<file path="src/rtl/sram_rr_arb_if.sv">
// Requester and sram-side bundle for sram_rr_arb. The slave modport belongs to the arbiter.
// The master modport belongs to whatever drives the requests and models the sram.
interface sram_rr_arb_if #(
  parameter int NREQ = 4,
  parameter int AW   = 14,
  parameter int DW   = 32
);
  logic [NREQ-1:0]        req;
  logic [NREQ-1:0]        req_we;
  logic [NREQ*AW-1:0]     req_addr;
  logic [NREQ*DW/8-1:0]   req_byte;
  logic [NREQ*DW-1:0]     req_wdata;
  logic [NREQ-1:0]        req_lock;
  logic [NREQ-1:0]        gnt;
  logic [NREQ-1:0]        rvalid;
  logic [DW-1:0]          rdata;
  logic                   mem_cs;
  logic                   mem_we;
  logic [AW-1:0]          mem_addr;
  logic [DW/8-1:0]        mem_byte;
  logic [DW-1:0]          mem_di;
  logic [DW-1:0]          mem_do;
  logic                   mem_busy;

  modport master (
    output req, req_we, req_addr, req_byte, req_wdata, req_lock, mem_do, mem_busy,
    input  gnt, rvalid, rdata, mem_cs, mem_we, mem_addr, mem_byte, mem_di
  );

  modport slave (
    input  req, req_we, req_addr, req_byte, req_wdata, req_lock, mem_do, mem_busy,
    output gnt, rvalid, rdata, mem_cs, mem_we, mem_addr, mem_byte, mem_di
  );
endinterface

</file>
<file path="src/rtl/sram_rr_arb.sv">
// Round-robin arbiter sharing one single-port sram among NREQ requesters, one access per cycle.
// Define SRAM_ARB_BURST_EN to let a requester holding req_lock keep priority for up to MAXBST grants.
module sram_rr_arb #(
  parameter int NREQ   = 4,
  parameter int AW     = 14,
  parameter int DW     = 32,
  parameter int MAXBST = 8
) (
  input  logic          clk,
  input  logic          rst,
  sram_rr_arb_if.slave  bus
);
  localparam int PW = (NREQ > 1) ? $clog2(NREQ) : 1;
  localparam int BW = DW / 8;

  typedef enum logic {IDLE, RET} rd_state_t;

  rd_state_t         rd_state, rd_state_nx;
  logic [NREQ-1:0]   rd_own;
  logic [NREQ-1:0]   grant;
  logic [PW-1:0]     ptr, ptr_nx, winner, winner_inc;
  logic              any_req, issue, rd_issue;
  logic [AW-1:0]     sel_addr, hold_addr;
  logic [BW-1:0]     sel_byte, hold_byte;
  logic [DW-1:0]     sel_di, hold_di;

  // First requester at or after ptr, modulo NREQ; the lowest offset is visited last so it wins.
  always_comb begin
    logic [PW:0] sum;
    winner  = '0;
    any_req = 1'b0;
    sum     = '0;
    for (int k = NREQ - 1; k >= 0; k--) begin
      sum = {1'b0, ptr} + (PW+1)'(k);
      if (sum >= (PW+1)'(NREQ)) sum = sum - (PW+1)'(NREQ);
      if (bus.req[sum[PW-1:0]]) begin
        winner  = sum[PW-1:0];
        any_req = 1'b1;
      end
    end
  end

  assign winner_inc = (winner == PW'(NREQ - 1)) ? '0 : winner + 1'b1;
  assign issue      = !rst && any_req && !bus.mem_busy;
  assign rd_issue   = issue && !bus.req_we[winner];
  assign grant      = issue ? (NREQ'(1) << winner) : '0;
  assign sel_addr   = bus.req_addr[winner*AW +: AW];
  assign sel_byte   = bus.req_byte[winner*BW +: BW];
  assign sel_di     = bus.req_wdata[winner*DW +: DW];

  // The command is presented while busy too; only gnt waits for the sram to accept it.
  assign bus.gnt      = grant;
  assign bus.mem_cs   = !rst && any_req;
  assign bus.mem_we   = !rst && any_req && bus.req_we[winner];
  assign bus.mem_addr = rst ? '0 : (any_req ? sel_addr : hold_addr);
  assign bus.mem_byte = rst ? '0 : (any_req ? sel_byte : hold_byte);
  assign bus.mem_di   = rst ? '0 : (any_req ? sel_di   : hold_di);

`ifdef SRAM_ARB_BURST_EN
  localparam int CW = $clog2(MAXBST + 1);

  logic [CW-1:0] bst_cnt, bst_nx;
  logic [PW-1:0] bst_own;
  logic          bst_keep;

  // A locked winner keeps the pointer on itself until its run of grants reaches MAXBST.
  always_comb begin
    bst_nx   = (bst_own == winner && bst_cnt != '0) ? bst_cnt + 1'b1 : CW'(1);
    bst_keep = bus.req_lock[winner] && (bst_nx != CW'(MAXBST));
    ptr_nx   = bst_keep ? winner : winner_inc;
  end

  always_ff @(posedge clk) begin
    if (rst) begin
      bst_cnt <= '0;
      bst_own <= '0;
    end else if (issue) begin
      bst_cnt <= bst_keep ? bst_nx : '0;
      bst_own <= winner;
    end
  end
`else
  assign ptr_nx = winner_inc;
`endif

  always_ff @(posedge clk) begin
    if (rst) begin
      ptr       <= '0;
      hold_addr <= '0;
      hold_byte <= '0;
      hold_di   <= '0;
    end else begin
      if (any_req) begin
        hold_addr <= sel_addr;
        hold_byte <= sel_byte;
        hold_di   <= sel_di;
      end
      if (issue) ptr <= ptr_nx;
    end
  end

  // Read-return pipe: data comes back from the sram one cycle after a read grant.
  always_ff @(posedge clk) begin
    if (rst) begin
      rd_state <= IDLE;
      rd_own   <= '0;
    end else begin
      rd_state <= rd_state_nx;
      if (rd_issue) rd_own <= grant;
    end
  end

  always_comb begin
    rd_state_nx = rd_issue ? RET : IDLE;
  end

  always_comb begin
    bus.rvalid = '0;
    if (rd_state == RET && !rst) bus.rvalid = rd_own;
    bus.rdata  = bus.mem_do;
  end
endmodule

</file>
<file path="src/flat_wrapper.sv">
// flat-port wrapper written by rule: the top's interface ports become plain ports
module sram_rr_arb_flat 
#(
  parameter int NREQ   = 4,
  parameter int AW     = 14,
  parameter int DW     = 32,
  parameter int MAXBST = 8
)
  (clk, rst, bus_req, bus_req_we, bus_req_addr, bus_req_byte, bus_req_wdata, bus_req_lock, bus_mem_do, bus_mem_busy, bus_gnt, bus_rvalid, bus_rdata, bus_mem_cs, bus_mem_we, bus_mem_addr, bus_mem_byte, bus_mem_di);
  sram_rr_arb_if #(.NREQ(NREQ), .AW(AW), .DW(DW)) bus_i ();
  input  logic clk;
  input  logic rst;
  input wire logic [$bits(bus_i.req)-1:0] bus_req;
  input wire logic [$bits(bus_i.req_we)-1:0] bus_req_we;
  input wire logic [$bits(bus_i.req_addr)-1:0] bus_req_addr;
  input wire logic [$bits(bus_i.req_byte)-1:0] bus_req_byte;
  input wire logic [$bits(bus_i.req_wdata)-1:0] bus_req_wdata;
  input wire logic [$bits(bus_i.req_lock)-1:0] bus_req_lock;
  input wire logic [$bits(bus_i.mem_do)-1:0] bus_mem_do;
  input wire logic [$bits(bus_i.mem_busy)-1:0] bus_mem_busy;
  output wire logic [$bits(bus_i.gnt)-1:0] bus_gnt;
  output wire logic [$bits(bus_i.rvalid)-1:0] bus_rvalid;
  output wire logic [$bits(bus_i.rdata)-1:0] bus_rdata;
  output wire logic [$bits(bus_i.mem_cs)-1:0] bus_mem_cs;
  output wire logic [$bits(bus_i.mem_we)-1:0] bus_mem_we;
  output wire logic [$bits(bus_i.mem_addr)-1:0] bus_mem_addr;
  output wire logic [$bits(bus_i.mem_byte)-1:0] bus_mem_byte;
  output wire logic [$bits(bus_i.mem_di)-1:0] bus_mem_di;
  assign bus_i.req = bus_req;
  assign bus_i.req_we = bus_req_we;
  assign bus_i.req_addr = bus_req_addr;
  assign bus_i.req_byte = bus_req_byte;
  assign bus_i.req_wdata = bus_req_wdata;
  assign bus_i.req_lock = bus_req_lock;
  assign bus_i.mem_do = bus_mem_do;
  assign bus_i.mem_busy = bus_mem_busy;
  assign bus_gnt = bus_i.gnt;
  assign bus_rvalid = bus_i.rvalid;
  assign bus_rdata = bus_i.rdata;
  assign bus_mem_cs = bus_i.mem_cs;
  assign bus_mem_we = bus_i.mem_we;
  assign bus_mem_addr = bus_i.mem_addr;
  assign bus_mem_byte = bus_i.mem_byte;
  assign bus_mem_di = bus_i.mem_di;
  sram_rr_arb #(.NREQ(NREQ), .AW(AW), .DW(DW), .MAXBST(MAXBST)) u_core (.clk(clk), .rst(rst), .bus(bus_i));
endmodule
</file>
<file path="config.mk">
export PLATFORM = sky130hd
export DESIGN_NAME = sram_rr_arb_flat
export DESIGN_NICKNAME = d
export VERILOG_FILES = /design/src/rtl/sram_rr_arb_if.sv /design/src/rtl/sram_rr_arb.sv /design/src/flat_wrapper.sv
export SDC_FILE = /design/constraint.sdc
export NUM_CORES = 1
export LEC_CHECK = 0
export CAP_MARGIN = 20
export CORE_AREA = 2 2 130 132
export DETAILED_ROUTE_END_ITERATION = 16
export DIE_AREA = 0 0 132 134
export DONT_BUFFER_PORTS = 1
export PLACE_DENSITY = 0.49
export SLEW_MARGIN = 10
export SYNTH_ARGS = -nofsm -noshare
export SYNTH_HDL_FRONTEND = slang
export SYNTH_SLANG_ARGS = --single-unit
</file>
<file path="constraint.sdc">
create_clock -name clk -period 2.2 [get_ports clk]
set_clock_uncertainty 0.1 [all_clocks]
set_input_delay 0.44 -clock clk [delete_from_list [all_inputs] [get_ports clk]]
set_output_delay 0.44 -clock clk [all_outputs]
set_load 0.01 [all_outputs]
</file>
==> results.sh, run 1 <==
export IMPL_status="finished, violations left"
export IMPL_violations="setup timing"
export IMPL_place_port_buffers=0
export IMPL_htreeDepth=3
export IMPL_fill_cells=1673
export IMPL_fmax_mhz=373.5
export IMPL_synth_flop_cell="dfxtp_1"
export IMPL_die_w_um=132
export IMPL_drv_cap=0
export IMPL_ff_latch_area_um2=1144
export IMPL_cp_arrival_ns=2.14
export IMPL_p_sw_share_pct=30.50
export IMPL_critical_path_class="flip-flop to output pin"
export IMPL_clkSinkCount=57
export IMPL_area_growth_pct=38.05
export IMPL_viasPerCell=5.181
export IMPL_max_slew_margin_pct=80.79
export IMPL_gp_congestion=0.7904
export IMPL_vias=3435
export IMPL_timing_final_crit_share_pct=121.7
export IMPL_whs_ns=0.07344
export IMPL_critPathCaptureType="output pin"
export IMPL_async_flop_share_pct=0
export IMPL_drtPass1Iterations=4
export IMPL_synth_nets=686
export IMPL_crit_family="compound AO/OA/AOI/OAI gates"
export IMPL_synth_seq_cells=57
export IMPL_final_cell_area_um2=5289
export IMPL_crit_chain="nand2_2, a221o_1, and2_4, buf_12, buf_12, mux2i_1, nand2_1, a32o_2"
export IMPL_antenna_found_initial=0
export IMPL_cts_tree="yes"
export IMPL_die_y_um=134
export IMPL_start_util_pct=23.52
export IMPL_cp_max_fo=9
export IMPL_slowest_stage="dfxtp_2"
export IMPL_grt_ovfl_total=0
export IMPL_ant_nets=0
export IMPL_tightest_slew_ns=0.2882
export IMPL_grtUsageTotal_pct=14.32
export IMPL_pre_cts_ws_ns=-0.3339
export IMPL_drtIter0Drc=192
export IMPL_p_int_mw=3.176
export IMPL_core_region_area_um2=16290
export IMPL_p_seq_share_pct=26.7
export IMPL_netlist_top_cells_area="dfxtp_1, mux2i_1, a32o_1"
export IMPL_cts_buffers=9
export IMPL_wl_per_cell_um=23.43
export IMPL_syn_area_um2=3831
export IMPL_multi_input_area_um2=2470
export IMPL_placed_area_um2=4034
export IMPL_diodes=0
export IMPL_fin_ws_ns=-0.4774
export IMPL_maxSlewViolCount=0
export IMPL_power_total_mw=4.569
export IMPL_clk_pin_slew_ns=0.06
export IMPL_peakVddDrop_mv=0.3589
export IMPL_drive_above_1_share_pct=36.34
export IMPL_synth_area_per_cell_um2=8.807
export IMPL_layout_common_cells="nand2_1, mux2i_1, dfxtp_1"
export IMPL_yosys_area_top_type="dfxtp_1"
export IMPL_nets=690
export IMPL_crit_buf_inv=2
export IMPL_ys_seq_area_share_pct=29.78
export IMPL_grt_pass1_vias=3414
export IMPL_hold_path_class="input port to flip-flop"
export IMPL_post_place_cells=611
export IMPL_hold_viol_final=0
export IMPL_rsz0062_at_grt="yes"
export IMPL_layout_cells_non_filler=663
export IMPL_setup_violations_final=59
export IMPL_grt_first_pass_wirelength_um=19310
export IMPL_cp_start_kind="flip-flop"
export IMPL_die_area_um2=17690
export IMPL_synth_edf_count=0
export IMPL_fin_util_pct=32.47
export IMPL_r2r_setup_slack_ns=-0.03
export IMPL_drc=0
export IMPL_io_pin_count=339
export IMPL_rows=47
export IMPL_combPwrFrac_pct=38.5
export IMPL_cp_required_ns=1.66
export IMPL_min_period_ns=2.677
export IMPL_switchingPower_mw=1.394
export IMPL_setup_tns_final_ns=-24.07
export IMPL_cellLeakagePower_nw=2.295
export IMPL_dpl_hpwl_um=9061
export IMPL_cts_root_buf="clkbuf_16"
export IMPL_slowest_delay_ns=0.34
export IMPL_clkLatencyLatePin_ns=0.33
export IMPL_wl_um=15530
export IMPL_path_common_cell="buf_12"
export IMPL_clockBufferDepth=2
export IMPL_power_density_nw_per_um2=863.9
export IMPL_power_share_clock_pct=34.8
export IMPL_synth_top_cell_area_share_pct=29.78
export IMPL_postSynthCellCount=435
export IMPL_yosys_warnings=0
export IMPL_synth_distinct_cells=29
export IMPL_grt_max_degree=53
export IMPL_final_common_cell="nand2_1"
==> worst reg2reg max path, delay by kind of cell, from the launching register on <==
| kind | cells | cell delay (ns) |
|---|---|---|
| compound gates | 4 | 0.83 |
| flops | 1 | 0.34 |
| simple gates | 2 | 0.27 |
| buf+inv | 4 | 0.57 |
==> final cells by class <==
class                   count  area share, %
flip-flops and latches     57          21.62
multi-input cells         305          46.70
clock buffers              13          5.110
repair buffers             61          19.40
well taps                 220          5.205
clock inverters             2          1.136
inverters                   5         0.8280
==> what timing repair did <==
item                                    CTS  global route
setup buffers                             6            12
hold buffers                              0             0
pin swaps                                30            36
endpoints found under the setup margin   55            56
gates cloned                              9            10
resized for setup                        61            58
==> synthesized netlist by cell type (all sizes together) (5+ instances only) <==
master	count
nor2b	5
mux2i	101
buf	51
and2	9
a32o	50
nand2	103
nand3	6
dfxtp	57
o21ai	5
clkbuf	17
inv	5
a21oi	5
==> power groups by stage <==
stage                     Clock, mW  Sequential [mW]  Combinational, mW
after floorplan                   0             1.22              0.941
after global placement            0             1.23               1.11
after detailed placement          0             1.24               1.14
after CTS                      1.65             1.22               1.43
after global routing           1.70             1.23               1.86
final                          1.59             1.22               1.76
==> final timing paths <==
| check | cells after the start | endpoint | start |
|---|---|---|---|
| setup / recovery | 8 | bus_mem_di[24] | u_core.ptr[1]$_SDFFE_PP0P_ |
| hold / removal | 1 | u_core.ptr[0]$_SDFFE_PP0P_ | rst |
| setup reg to reg | 10 | u_core.rd_own[2]$_SDFFE_PP0P_ | u_core.ptr[1]$_SDFFE_PP0P_ |
| hold reg to reg | 2 | u_core.rd_own[3]$_SDFFE_PP0P_ | u_core.rd_own[3]$_SDFFE_PP0P_ |
==> cell families (layout without fill, tap and decap cells) <==
logic type | after synthesis | count (layout) | synth area share [%]
buffers and inverters | 73 | 81 | 11.43
AOI/OAI and AO/OA | 69 | 69 | 16.79
DFF | 57 | 57 | 29.78
and+or+nand+nor | 131 | 131 | 14.30
muxes | 101 | 101 | 26.39
adders and majority gates | 4 | 4 | 1.306
==> layer usage <==
layer / routed length [µm] / GRT usage [%] / up-vias
met3: 1397 / 5.404 / 26
met5: 0 / 0 / -
met2: 8414 / 26.74 / 224
li1: - / - / 1566
met1: 5429 / 14.30 / 1619
met4: 290 / 5.797 / 0
==> sequential cells by signal, indices dropped and copies added (netlist names) <==
register	flops
u_core.hold_addr	14
u_core.hold_di	32
u_core.rd_own	4
u_core.hold_byte	4
u_core.rd_state	1
u_core.ptr	2
Power figures use the tool's default switching activity.
==> run 2, diff against run 1 <==
--- a/config.mk
+++ b/config.mk
@@ -7,9 +7,9 @@
 export LEC_CHECK = 0
 export CAP_MARGIN = 20
-export CORE_AREA = 2 2 130 132
+export CORE_AREA = 2 2 132 134
 export DETAILED_ROUTE_END_ITERATION = 16
-export DIE_AREA = 0 0 132 134
+export DIE_AREA = 0 0 134 136
 export DONT_BUFFER_PORTS = 1
-export PLACE_DENSITY = 0.49
+export PLACE_DENSITY = 0.48
 export SLEW_MARGIN = 10
 export SYNTH_ARGS = -nofsm -noshare
==> constraint.sdc (replaced) <==
create_clock -name clk -period 2.2 [get_ports clk]
set_clock_uncertainty 0.1 [all_clocks]
set_input_delay 0.33 -clock clk [delete_from_list [all_inputs] [get_ports clk]]
set_output_delay 0.33 -clock clk [all_outputs]
set_load 0.01 [all_outputs]
==> run 2 against run 1 <==
  * The run still ends with setup timing left
  * Cell count is 2.0% higher
  * Combinational power hardly changed
  * Sequential power barely moved
  * Core utilization shrank 0.89 points
  * First-iteration DRC count fell by 33%
  * Worst hold slack improved by 0.015 ns
  * Critical path type unchanged
  * Highest routed layer unchanged
==> results.sh, run 2 (same netlist as run 1, synthesis figures left out) <==
export IMPL_reg_largest_list="u_core.hold_di x32, u_core.hold_addr x14"
export IMPL_drv_cap=0
export IMPL_hold_viol_final=0
export IMPL_clkLatencyLatePin_ns=0.33
export IMPL_crit_buf_inv=3
export IMPL_crit_chain="nand2_2, a221o_1, and2_4, buf_12, buf_16, buf_8, mux2i_1, nand2_1, a32o_2"
export IMPL_nets=697
export IMPL_rsz0062_at_grt="yes"
export IMPL_status="finished, violations left"
export IMPL_antenna_found_initial=0
export IMPL_r2r_end="u_core.rd_own[0]$_SDFFE_PP0P_"
export IMPL_cp_max_fo=7
export IMPL_cp_start_kind="flip-flop"
export IMPL_wl_um=15800
export IMPL_reg2reg_depth=11
export IMPL_path_depth=9
export IMPL_drtPass1Iterations=4
export IMPL_p_int_mw=3.084
export IMPL_slowest_delay_ns=0.37
export IMPL_core_region_area_um2=16880
export IMPL_r2r_start="u_core.ptr[1]$_SDFFE_PP0P_"
export IMPL_cts_tree="yes"
export IMPL_drc=0
export IMPL_grtUsageTotal_pct=15.36
export IMPL_place_port_buffers=0
export IMPL_slowest_stage="dfxtp_4"
export IMPL_setup_tns_final_ns=-22.71
export IMPL_hold_path_cell_count=2
export IMPL_diodes=0
export IMPL_clk_pin_slew_ns=0.05
export IMPL_fin_ws_ns=-0.4703
export IMPL_fin_util_pct=31.58
export IMPL_combPwrFrac_pct=39.9
export IMPL_min_period_ns=2.670
export IMPL_grt_max_degree=33
export IMPL_critical_path_class="flip-flop to output pin"
export IMPL_die_y_um=136
export IMPL_r2r_setup_slack_ns=-0.10
export IMPL_hold_path_class="input port to flip-flop"
export IMPL_io_pin_count=339
export IMPL_p_sw_share_pct=31.30
export IMPL_hp_start="rst"
export IMPL_cts_root_buf="clkbuf_16"
export IMPL_wl_per_cell_um=23.37
export IMPL_drive_above_1_share_pct=36.81
export IMPL_area_growth_pct=39.09
export IMPL_htreeDepth=3
export IMPL_critPathCaptureType="output pin"
export IMPL_p_seq_share_pct=27.2
export IMPL_crit_family="compound AO/OA/AOI/OAI gates"
export IMPL_cellLeakagePower_nw=2.321
export IMPL_gp_congestion=0.7980
export IMPL_dpl_hpwl_um=9326
export IMPL_power_total_mw=4.490
export IMPL_max_slew_margin_pct=38.53
export IMPL_power_share_clock_pct=32.8
export IMPL_die_area_um2=18220
export IMPL_layout_common_cells="nand2_1, mux2i_1, dfxtp_1"
export IMPL_viasPerCell=5.136
export IMPL_drtIter0Drc=129
export IMPL_tightest_slew_ns=0.9198
export IMPL_clkSinkCount=57
export IMPL_fmax_mhz=374.5
export IMPL_grt_ovfl_total=0
export IMPL_min_to="u_core.ptr[1]$_SDFFE_PP0P_"
export IMPL_timing_final_crit_share_pct=121.4
export IMPL_cp_arrival_ns=2.24
export IMPL_ant_nets=0
export IMPL_maxSlewViolCount=0
export IMPL_cp_required_ns=1.77
export IMPL_power_density_nw_per_um2=842.5
export IMPL_largest_register_ffs=32
export IMPL_pre_cts_ws_ns=-0.1698
export IMPL_cts_buffers=9
export IMPL_setup_violations_final=59
export IMPL_die_w_um=134
export IMPL_largest_register="u_core.hold_di"
export IMPL_start_util_pct=22.70
export IMPL_violations="setup timing"
export IMPL_switchingPower_mw=1.405
export IMPL_rows=48
export IMPL_grt_pass1_vias=3573
export IMPL_clockBufferDepth=2
export IMPL_peakVddDrop_mv=0.3191
export IMPL_grt_first_pass_wirelength_um=20580
export IMPL_final_common_cell="nand2_1"
export IMPL_vias=3472
run 2: cell count changes in the layout (fill, tap and decap cells not counted), moves of 3 or more:
cell	change
buf_6	+4
buf_12	-3
buf_8	+3
buf_4	+3
nand2_2	-3
run 2: power groups by stage:
stage	clock network [mW]	logic, mW	registers [mW]
finish	1.47	1.79	1.22
global route	1.59	1.91	1.23
CTS	1.53	1.63	1.22
detailed placement	0	1.16	1.24
global placement	0	1.13	1.23
floorplan	0	0.937	1.22
run 2: cell type report:
| type | instances | area [µm²] |
|---|---|---|
| fill | 1729 | 11550 |
| inverter | 5 | 31.28 |
| tap | 225 | 281.5 |
| clock inverter | 2 | 35.03 |
| sequential | 57 | 1146 |
| multi-input combinational | 305 | 2502 |
| clock buffer | 14 | 274.0 |
| timing repair buffer | 68 | 1059 |
run 2: repair_timing:
| action | in CTS | in global routing |
|---|---|---|
| gates cloned | 10 | 8 |
| resized for setup | 92 | 38 |
| buffers inserted | 18 | 8 |
| hold buffers | 1 | 0 |
| pin swaps | 54 | 53 |
| setup endpoints to repair | 55 | 64 |
| endpoints found under the hold margin | 5 | 0 |
run 2: metal layers:
metal / vias to the layer above / wire, µm / global-route usage, %
met1: 1656 / 5822 / 15.19
met3: 37 / 1250 / 5.742
li1: 1581 / - / -
met5: - / 0 / 0
met4: 0 / 419 / 6.738
met2: 198 / 8305 / 28.66
run 2: through the flow:
stage / hold WS [ns] / area [µm²] / instances
after CTS: 0.06950 / 5005 / 664
after global placement: 0.3012 / 4039 / 619
after global routing: 0.06567 / 5329 / 676
after floorplan: 0.3433 / 3849 / 435
after detailed placement: 0.3035 / 4039 / 619
final: 0.08836 / 5329 / 676
run 2: worst max path at each step:
stage / start / to / slack [ns]
2_1_floorplan: bus_req[2] / bus_mem_di[21] / 0.009
3_3_place_gp: bus_req[0] / bus_mem_di[19] / -0.12
3_5_place_dp: bus_req[0] / bus_mem_addr[1] / -0.17
4_1_cts: u_core.ptr[1]$_SDFFE_PP0P_ / bus_mem_di[30] / -0.45
5_1_grt: u_core.ptr[1]$_SDFFE_PP0P_ / bus_mem_di[30] / -0.53
6_report: u_core.ptr[1]$_SDFFE_PP0P_ / bus_mem_di[28] / -0.47
==> run 3, diff against run 2 <==
Clock period 2.2 ns to 2.29 ns, I/O delays scaled along.
==> run 3 against run 2 <==
  * Wire length fell by 6.8%
  * Sequential share of layout area up 1.5 points
  * Cell count is 3.1% lower
  * Largest power group unchanged
  * Worst setup slack improved by 0.17 ns
  * Sequential power decreased by 4%
  * Register-to-register slack better by 0.21 ns
  * The flow still finishes with violations (setup timing)
  * Combinational power shrank 13%
==> results.sh, run 3 (same netlist as run 1, synthesis figures left out) <==
export IMPL_status="finished, violations left"
export IMPL_violations="setup timing"
export IMPL_worstSetupStartpoint="u_core.ptr[0]$_SDFFE_PP0P_"
export IMPL_maxSlewViolCount=0
export IMPL_nets=676
export IMPL_antenna_found_initial=0
export IMPL_placed_area_um2=3909
export IMPL_tightest_slew_ns=1.114
export IMPL_min_period_ns=2.589
export IMPL_final_common_cell="nand2_1"
export IMPL_vias=3352
export IMPL_layout_common_cells="nand2_1, mux2i_1, dfxtp_1"
export IMPL_largest_register_ffs=32
export IMPL_area_growth_pct=29.98
export IMPL_ant_nets=0
export IMPL_r2r_end="u_core.rd_own[1]$_SDFFE_PP0P_"
export IMPL_clkSinkCount=57
export IMPL_r2r_start="u_core.ptr[1]$_SDFFE_PP0P_"
export IMPL_wl_per_cell_um=22.49
export IMPL_r2r_setup_slack_ns=0.11
export IMPL_grt_ovfl_total=0
export IMPL_crit_buf_inv=3
export IMPL_path_depth=8
export IMPL_reg2reg_depth=12
export IMPL_cts_buffers=9
export IMPL_cts_root_buf="clkbuf_16"
export IMPL_start_util_pct=22.70
export IMPL_max_slew_margin_pct=25.55
export IMPL_peakVddDrop_mv=0.3134
export IMPL_largest_register="u_core.hold_di"
export IMPL_p_sw_share_pct=32.70
export IMPL_slowest_delay_ns=0.36
export IMPL_critPathCaptureType="output pin"
export IMPL_fmax_mhz=386.2
export IMPL_slowest_stage="a221o_1"
export IMPL_timing_final_crit_share_pct=113.1
export IMPL_cp_required_ns=1.85
export IMPL_drv_cap=0
export IMPL_final_cell_area_um2=4980
export IMPL_core_region_area_um2=16880
export IMPL_cts_tree="yes"
export IMPL_cp_endpoint="bus_mem_di[20]"
export IMPL_grt_first_pass_wirelength_um=18930
export IMPL_combPwrFrac_pct=39.7
export IMPL_gp_congestion=0.7406
export IMPL_drive_above_1_share_pct=31.63
export IMPL_cp_start_kind="flip-flop"
export IMPL_drc=0
export IMPL_power_share_clock_pct=30.3
export IMPL_cp_arrival_ns=2.15
export IMPL_htreeDepth=3
export IMPL_power_density_nw_per_um2=787.3
export IMPL_crit_chain="inv_2, a221o_1, and2_4, buf_6, buf_12, mux2i_2, nand2_1, a32o_2"
export IMPL_cp_max_fo=11
export IMPL_clkLatencyLatePin_ns=0.33
export IMPL_reg_largest_list="u_core.hold_di x32, u_core.hold_addr x14"
export IMPL_setup_violations_final=55
export IMPL_fin_ws_ns=-0.2992
export IMPL_io_pin_count=339
export IMPL_crit_family="compound AO/OA/AOI/OAI gates"
export IMPL_drtIter0Drc=139
export IMPL_cellLeakagePower_nw=2.142
export IMPL_clk_pin_slew_ns=0.05
export IMPL_grtUsageTotal_pct=13.86
export IMPL_die_w_um=134
export IMPL_hold_viol_final=0
export IMPL_clockBufferDepth=2
export IMPL_hold_path_class="input port to flip-flop"
export IMPL_diodes=0
export IMPL_grt_max_degree=51
export IMPL_dpl_hpwl_um=8614
export IMPL_p_int_mw=2.639
export IMPL_die_area_um2=18220
export IMPL_drtPass1Iterations=4
export IMPL_rows=48
export IMPL_grt_pass1_vias=3341
export IMPL_switchingPower_mw=1.282
export IMPL_rsz0062_at_grt="yes"
export IMPL_wl_um=14730
export IMPL_p_seq_share_pct=29.9
export IMPL_place_port_buffers=0
export IMPL_critical_path_class="flip-flop to output pin"
export IMPL_viasPerCell=5.118
export IMPL_power_total_mw=3.921
export IMPL_die_y_um=136
-- run 3: cell count changes in the layout (fill, tap and decap cells not counted), moves of 3 or more --
cell / change
buf_6: -4
clkbuf_8: -3
clkinv_2: +3
o21ai_0: +3
buf_12: -4
buf_8: -4
buf_4: -7
-- run 3: worst register-to-register path, stage by stage (launching register included) --
cell and delay [ns]:
dfxtp_4 0.36, buf_6 0.10, mux2i_1 0.20, nor2_1 0.10, nor3_4 0.12, buf_6 0.19, clkinv_8 0.09, buf_12 0.14
buf_6 0.11, buf_4 0.13, o2111a_1 0.16, o21ai_0 0.19, a21oi_1 0.08
-- run 3: cell type report --
class                      count  area [µm²]
fill                        1773       11900
multi-input combinational    305        2486
sequential                    57        1146
timing repair buffer          47       775.7
tap                          225       281.5
clock buffer                  12       236.5
inverter                       5       33.78
clock inverter                 4       20.02
-- run 3: worst min-delay path by stage --
stage / depth (start not counted) / startpoint / slack [ns] / end
detailed placement: 1 / rst / 0.32 / u_core.rd_own[3]$_SDFFE_PP0P_
global route: 2 / rst / 0.07 / u_core.ptr[1]$_SDFFE_PP0P_
CTS: 2 / rst / 0.06 / u_core.ptr[1]$_SDFFE_PP0P_
floorplan: 2 / u_core.rd_own[0]$_SDFFE_PP0P_ / 0.34 / u_core.rd_own[0]$_SDFFE_PP0P_
finish: 2 / rst / 0.09 / u_core.ptr[1]$_SDFFE_PP0P_
global placement: 1 / rst / 0.31 / u_core.rd_own[2]$_SDFFE_PP0P_
-- run 3: timing repair --
action,CTS,global route
buffers inserted,11,5
setup endpoints to repair,55,55
hold endpoints to repair,5,0
cloned,7,9
hold buffers,1,0
gates resized for setup,67,44
pin swaps,25,50
-- run 3: power by group through the flow --
stage                     clock network (mW)  registers (mW)  logic (mW)
after CTS                               1.24            1.17        1.36
after detailed placement                   0            1.19        1.04
after global routing                    1.30            1.18        1.66
after global placement                     0            1.18        1.00
after floorplan                            0            1.18       0.893
final                                   1.19            1.17        1.56
-- run 3: layer usage --
layer  GRT usage [%]  share of wire [%]  vias up
met5               0                  0        -
met4           6.442                1.5        0
met3           4.288                8.6       21
met2           25.75                 53      199
met1           14.19                 37     1605
li1                -                  -     1527
-- run 3: stage by stage --
stage          util [%]  setup TNS [ns]  cells  setup WS (ns)  hold slack, ns
2_1_floorplan         -               0    435        0.05387          0.3433
3_3_place_gp      23.16          -1.200    608        -0.1097          0.3149
3_5_place_dp      23.16          -2.001    608        -0.1282          0.3169
4_1_cts           27.42          -14.89    643        -0.3250         0.06132
5_1_grt           29.51          -19.55    655        -0.4025         0.07268
6_report          29.51          -14.02    655        -0.2992         0.08973
